File: config.mk
export PLATFORM = sky130hd
export DESIGN_NAME = pipe_sched
export DESIGN_NICKNAME = d
export VERILOG_FILES = /design/src/rtl/pipe_sched_pkg.sv /design/src/rtl/pipe_sched_mem_wait_timer.sv /design/src/rtl/pipe_sched.sv
export SDC_FILE = /design/constraint.sdc
export NUM_CORES = 1
export LEC_CHECK = 0
export ABC_CLOCK_PERIOD_IN_PS = 1700
export CAP_MARGIN = 10
export CORE_MARGIN = 5
export CORE_UTILIZATION = 41
export CTS_CLUSTER_DIAMETER = 30
export DETAILED_ROUTE_END_ITERATION = 8
export PLACE_DENSITY = 0.81
export RECOVER_POWER = 100
export SYNTH_ARGS = -nofsm -noshare
export SYNTH_HDL_FRONTEND = slang
export SYNTH_SLANG_ARGS = --single-unit
export TNS_END_PERCENT = 100
File: constraint.sdc
create_clock -name clk -period 1.7 [get_ports clk]
set_input_delay 0.34 -clock clk [delete_from_list [all_inputs] [get_ports clk]]
set_output_delay 0.34 -clock clk [all_outputs]
set_load 0.01 [all_outputs]
File: src/rtl/pipe_sched_pkg.sv
// Shared definitions for the pipeline scheduler: stage indices, stall/flush patterns, FSM states.
package pipe_sched_pkg;

   localparam int STALL_BUS_W = 6;

   typedef logic [STALL_BUS_W-1:0] stall_bus_t;

   localparam int STG_PC  = 0;
   localparam int STG_IF  = 1;
   localparam int STG_ID  = 2;
   localparam int STG_EX  = 3;
   localparam int STG_MEM = 4;
   localparam int STG_WB  = 5;

   // A stalling stage also holds every younger stage in front of it.
   localparam stall_bus_t STALL_NONE = 6'b000000;
   localparam stall_bus_t STALL_MEM  = 6'b011111;
   localparam stall_bus_t STALL_EX   = 6'b001111;
   localparam stall_bus_t STALL_ID   = 6'b000111;

   // A trap kills IF/ID/EX (all younger than MEM); a branch kills IF/ID.
   localparam stall_bus_t FLUSH_NONE = 6'b000000;
   localparam stall_bus_t FLUSH_TRAP = 6'b001110;
   localparam stall_bus_t FLUSH_BR   = 6'b000110;

   typedef enum logic {
      RUN   = 1'b0,
      REDIR = 1'b1
   } sched_state_t;

endpackage

File: src/rtl/pipe_sched_mem_wait_timer.sv
// Counts consecutive MEM bus-wait cycles and pulses a timeout once per stall episode.
module pipe_sched_mem_wait_timer
   import pipe_sched_pkg::*;
#(
   parameter int TIMEOUT = 255,
   parameter int CNT_W   = 8
) (
   input  logic clk,
   input  logic rst_n,
   input  logic stallreq_mem,
   output logic mem_timeout
);

   logic [CNT_W-1:0] cnt;
   logic             to_done;

   // Episode counter: restarts whenever the bus wait ends, fires once, then stays quiet.
   always_ff @(posedge clk or negedge rst_n) begin
      if (!rst_n) begin
         cnt         <= '0;
         to_done     <= 1'b0;
         mem_timeout <= 1'b0;
      end else if (!stallreq_mem) begin
         cnt         <= '0;
         to_done     <= 1'b0;
         mem_timeout <= 1'b0;
      end else if (to_done) begin
         mem_timeout <= 1'b0;
      end else if (cnt == CNT_W'(TIMEOUT - 1)) begin
         cnt         <= '0;
         to_done     <= 1'b1;
         mem_timeout <= 1'b1;
      end else begin
         cnt         <= cnt + CNT_W'(1);
         mem_timeout <= 1'b0;
      end
   end

endmodule

File: src/rtl/pipe_sched.sv
// Pipeline scheduler: merges stall requests, accepts branch/trap redirects,
// drives per-stage flush masks and a registered one-cycle PC redirect.
module pipe_sched
   import pipe_sched_pkg::*;
#(
   parameter int STALL_W = 6,
   parameter int PC_W    = 32,
   parameter int TIMEOUT = 255,
   parameter int CNT_W   = 8
) (
   input  logic               clk,
   input  logic               rst_n,
   input  logic               stallreq_id,
   input  logic               stallreq_ex,
   input  logic               stallreq_mem,
   input  logic               br_taken_ex,
   input  logic [PC_W-1:0]    br_target_ex,
   input  logic               trap_mem,
   input  logic [PC_W-1:0]    trap_vec,
   output logic [STALL_W-1:0] stall,
   output logic [STALL_W-1:0] flush,
   output logic               redirect_valid,
   output logic [PC_W-1:0]    redirect_pc,
   output logic               mem_timeout
);

   sched_state_t    state, state_nxt;
   logic [PC_W-1:0] pc_q, pc_nxt;
   stall_bus_t      stall_c, flush_c;
   logic            redir_c;
   logic            trap_acc, br_acc;

   // State and latched redirect target.
   always_ff @(posedge clk or negedge rst_n) begin
      if (!rst_n) begin
         state <= RUN;
         pc_q  <= '0;
      end else begin
         state <= state_nxt;
         pc_q  <= pc_nxt;
      end
   end

   // Stall priority, event acceptance, flush masks and next state.
   always_comb begin
      stall_c   = STALL_NONE;
      flush_c   = FLUSH_NONE;
      redir_c   = 1'b0;
      state_nxt = RUN;
      pc_nxt    = pc_q;

      if (stallreq_mem)     stall_c = STALL_MEM;
      else if (stallreq_ex) stall_c = STALL_EX;
      else if (stallreq_id) stall_c = STALL_ID;

      // The trapping instruction in MEM is older than a branch in EX, so it wins.
      trap_acc = trap_mem & ~stallreq_mem;
      br_acc   = br_taken_ex & ~stallreq_mem & ~stallreq_ex & ~trap_mem;

      case (state)
         RUN: begin
            if (trap_acc) begin
               flush_c   = FLUSH_TRAP;
               pc_nxt    = trap_vec;
               state_nxt = REDIR;
            end else if (br_acc) begin
               flush_c   = FLUSH_BR;
               pc_nxt    = br_target_ex;
               state_nxt = REDIR;
            end
         end
         REDIR: begin
            // PC must load the redirect even if a stall is asserted; the fetch
            // already in flight is from the wrong path. EX holds a bubble, so
            // any branch request seen now is stale.
            redir_c          = 1'b1;
            stall_c[STG_PC]  = 1'b0;
            flush_c[STG_IF]  = 1'b1;
            if (trap_acc) begin
               flush_c   = flush_c | FLUSH_TRAP;
               pc_nxt    = trap_vec;
               state_nxt = REDIR;
            end
         end
         default: state_nxt = RUN;
      endcase
   end

   assign stall          = rst_n ? STALL_W'(stall_c) : '0;
   assign flush          = rst_n ? STALL_W'(flush_c) : '0;
   assign redirect_valid = rst_n & redir_c;
   assign redirect_pc    = rst_n ? pc_q : '0;

   pipe_sched_mem_wait_timer #(
      .TIMEOUT (TIMEOUT),
      .CNT_W   (CNT_W)
   ) u_timer (
      .clk          (clk),
      .rst_n        (rst_n),
      .stallreq_mem (stallreq_mem),
      .mem_timeout  (mem_timeout)
   );

endmodule

==> out/results.txt <==
The flow ran to the end, and the final reports show no timing, DRC or antenna violations. The maximum count of clock buffers along a single path came out at 2. The final count of pins violating max slew was 0.

Final critical-path required period: 1.69 ns. Summing the sequential cell areas from Yosys gives 45.3% of the chip area. The count of endpoints failing hold in the final timing report was 0; the average instance area after synthesis was 9.32 sq um.

Class of the most critical hold timing path: in2async. During placement, the flow inserted port buffers numbering 112. The level count of the clock H-tree is 2. The analysis attributes to cell leakage a power of 1.83 nW.

In this run, CTS created clock tree buffers numbering 5. The sum of routed wire length over all layers came out at 6300 um. The run gives 0.28 ns as the clock latency at the later pin of the worst-skew pair.

TritonCTS built the clock tree. Derived from the worst setup path, the maximum achievable clock frequency is 592 MHz. CTS placed an instance of sky130_fd_sc_hd__clkbuf_8 at the clock tree root.

In the synthesized netlist the dominant register cell turns out to be sky130_fd_sc_hd__dfrtp_1. The tools report the via total after detailed routing as 2179. For the final routed database, the setup TNS stands at 0 ns.

For this block, the initial DRC count from the detailed router was 47. In the synthesized netlist, the number of instances is 255. After clock tree synthesis, the clock-pin slew on the worst setup and hold paths is 0.08 ns. At the end of routability-driven placement, the weighted congestion stood at 0.855. The post-synth design cell area was 0.00238 sq mm; the area of the die was 0.00742 sq mm.

The multi-input combinational cells in the finished layout cover a total of 0.00116 sq mm. In this run the power density over the cells is 712 mW/mm^2. Across the VDD grid, the largest voltage drop is 0.547 mV.

The tools report the number of nets in the final layout as 447. The worst path uses 99.3% of the clock period. The first TritonRoute pass finished after 4 iterations. 117 I/O pins were placed. For the count of filler cells inserted in the layout, the log shows 465. The tool flagged a number of max-cap violations equal to 0.

Remaining global-route overflow: 0. After synthesis, the share of flip-flops with an asynchronous set or reset is 100%. The logs give 0 for the number of antenna violations at the first check in global routing and 0.00557 sq mm for the total core area. The detail route stage leaves a number of antenna-violating nets equal to 0. In this run the core area contains 27 standard-cell rows. The number of clock sinks is 43, and the horizontal extent of the die is 86.1 um. The number of unique standard cell types used by synthesis was 31.

The worst setup path is launched from a flop. The area growth from synthesis to layout is 57.5%. The Yosys warning count is 0, and the average vias per placed instance is 4.87. The sequential cells in the finished layout cover a total of 0.00108 sq mm.

Along the worst path, the maximum fanout reaches 2. For the largest net degree at the start of global routing, the log shows 66. The worst setup path is of the reg2out kind. Setup violations remaining at the end of the flow were counted as 0.

Before CTS, the worst setup slack after placement is -0.544 ns. The setup clock skew after layout was 0.00684 ns. Setup repair after global routing could not meet its margin everywhere. The top cell type by total area after synthesis is sky130_fd_sc_hd__dfrtp_1.

Number of register bits inferred by synthesis: 43. For the worst setup path, the data required time is 1.36 ns. After detailed routing, the number of remaining DRC violations is 0.

The portion of synthesized cell area occupied by the leading cell type works out to 45.3%. In the post-synthesis netlist, the biggest area contributors are sky130_fd_sc_hd__dfrtp_1, sky130_fd_sc_hd__mux2i_1, sky130_fd_sc_hd__and2_1. The first global-routing pass estimated 10400 um of wire. The tools report the number of diodes as 0.

The post-DP HPWL is 4740 um. Global routing used 17.4% of the available tracks. The worst setup path is captured at an output pin. Yosys mapped a number of flops with a built-in enable equal to 0.

The initial utilization of the core area, before any placement, comes to 42.6%. After detailed routing, the average wire length per cell comes to 14.1 um. Cells with a size suffix above 1 make up 10.7% of the layout.

Via count of the first global-routing pass: 2279. The smallest setup slack after layout was 0.0117 ns; the data arrival at the endpoint of the critical path was 1.35 ns. Y dimension of the die: 86.1 um.
==> sequential cells by signal, indices dropped and copies added, names as in the netlist <==
name / cells
pc_q: 32
u_timer.cnt: 8
state: 1
u_timer.mem_timeout: 1
u_timer.to_done: 1
==> Yosys cell counts (all sizes together) (2+ instances only) <==
library cell / instances
nor4: 2
dfrtp: 43
mux2i: 32
nand2: 39
a21oi: 12
and2: 33
clkbuf: 5
inv: 6
buf: 16
nor2: 7
ha: 2
nand3: 6
a31oi: 2
o21ai: 36
nor3: 4
==> final timing paths <==
path,startpoint,to,slack [ns],depth (start not counted)
worst min register to register,pc_q[7]$_DFFE_PN0P_,pc_q[7]$_DFFE_PN0P_,0.48,2
min in group clk,stallreq_mem,u_timer.cnt[6]$_DFFE_PN0P_,0.47,4
worst min-delay path,rst_n,pc_q[1]$_DFFE_PN0P_,0.04,2
worst max register to register,state$_DFF_PN0_,pc_q[14]$_DFFE_PN0P_,0.18,5
worst max-delay path,state$_DFF_PN0_,flush[2],0.01,5
max in group asynchronous,rst_n,u_timer.cnt[0]$_DFFE_PN0P_,1.24,3
==> per-layer routing <==
metal,GRT usage (%),part of all wire (%)
met1,19.2,39
met2,32.1,52
met3,5.38,8.5
met4,4.17,0.76
met5,0,0
==> worst max-delay path, cell delays in order (launching register included) <==
cell	delay, ns
sky130_fd_sc_hd__dfrtp_1	0.41
sky130_fd_sc_hd__nor3b_2	0.18
sky130_fd_sc_hd__buf_4	0.14
sky130_fd_sc_hd__o21ai_4	0.05
sky130_fd_sc_hd__nor2_1	0.12
sky130_fd_sc_hd__buf_2	0.16
==> power by group <==
part | switching (mW) | leakage, nW | internal (mW) | total, mW
Clock | 0.319 | 0.0515 | 0.371 | 0.690
Sequential | 0.0605 | 0.545 | 1.15 | 1.21
Combinational | 0.321 | 1.24 | 0.446 | 0.767
Total | 0.701 | 1.83 | 1.96 | 2.67
==> kinds of logic after synthesis <==
| family | synth area share [%] |
|---|---|
| buf+inv | 7.37 |
| mux | 13.5 |
| flops | 45.3 |
| fa+ha+maj | 1.05 |
| other cells | 0.158 |
| simple gates | 20.5 |
| compound gates | 12.2 |
==> through the flow <==
stage / hold WS (ns) / area, sq um / std cells / power (mW) / util [%]
3_3_place_gp: 0.357 / 3580 / 434 / 1.99 / 64.2
4_1_cts: 0.0316 / 3720 / 446 / 2.70 / 66.8
5_1_grt: 0.0424 / 3740 / 447 / 2.83 / 67.2
6_report: 0.0429 / 3740 / 447 / 2.67 / 67.2
3_5_place_dp: 0.365 / 3580 / 434 / 2.02 / 64.2
2_1_floorplan: 0.0444 / 2390 / 258 / 1.59 / -
==> layout make-up <==
class / instances / share of cell area, %
repair buffers: 130 / 34.6
multi-input cells: 188 / 31.0
flip-flops and latches: 43 / 28.7
clock buffers: 8 / 2.67
well taps: 72 / 2.41
inverters: 6 / 0.601
==> cell usage in the layout, fill, tap and decap left out, types with 2 or more instances in the layout <==
cell / instances
sky130_fd_sc_hd__buf_12: 2
sky130_fd_sc_hd__ha_1: 2
sky130_fd_sc_hd__clkbuf_2: 4
sky130_fd_sc_hd__nor4_1: 2
sky130_fd_sc_hd__nor3_1: 3
sky130_fd_sc_hd__dlygate4sd2_1: 18
sky130_fd_sc_hd__o21ai_1: 29
sky130_fd_sc_hd__clkbuf_8: 7
sky130_fd_sc_hd__buf_4: 13
sky130_fd_sc_hd__mux2i_1: 32
sky130_fd_sc_hd__o21ai_0: 6
sky130_fd_sc_hd__nand2_1: 39
sky130_fd_sc_hd__dfrtp_1: 43
sky130_fd_sc_hd__and2_1: 33
sky130_fd_sc_hd__conb_1: 4
sky130_fd_sc_hd__dlymetal6s2s_1: 5
sky130_fd_sc_hd__a31oi_1: 2
sky130_fd_sc_hd__nor2_1: 6
sky130_fd_sc_hd__inv_1: 5
sky130_fd_sc_hd__nand3_1: 6
sky130_fd_sc_hd__buf_6: 2
sky130_fd_sc_hd__a21oi_1: 11
sky130_fd_sc_hd__clkdlybuf4s50_1: 82
==> what timing repair did <==
item | 4_1_cts | 5_1_grt
buffers inserted | 3 | 0
pin swaps | 0 | 1
resized for setup | 36 | 12
hold buffers | 0 | 0
endpoints found under the setup margin | 73 | 11
gates cloned | 1 | 1
(Power assumes the default switching activity.)
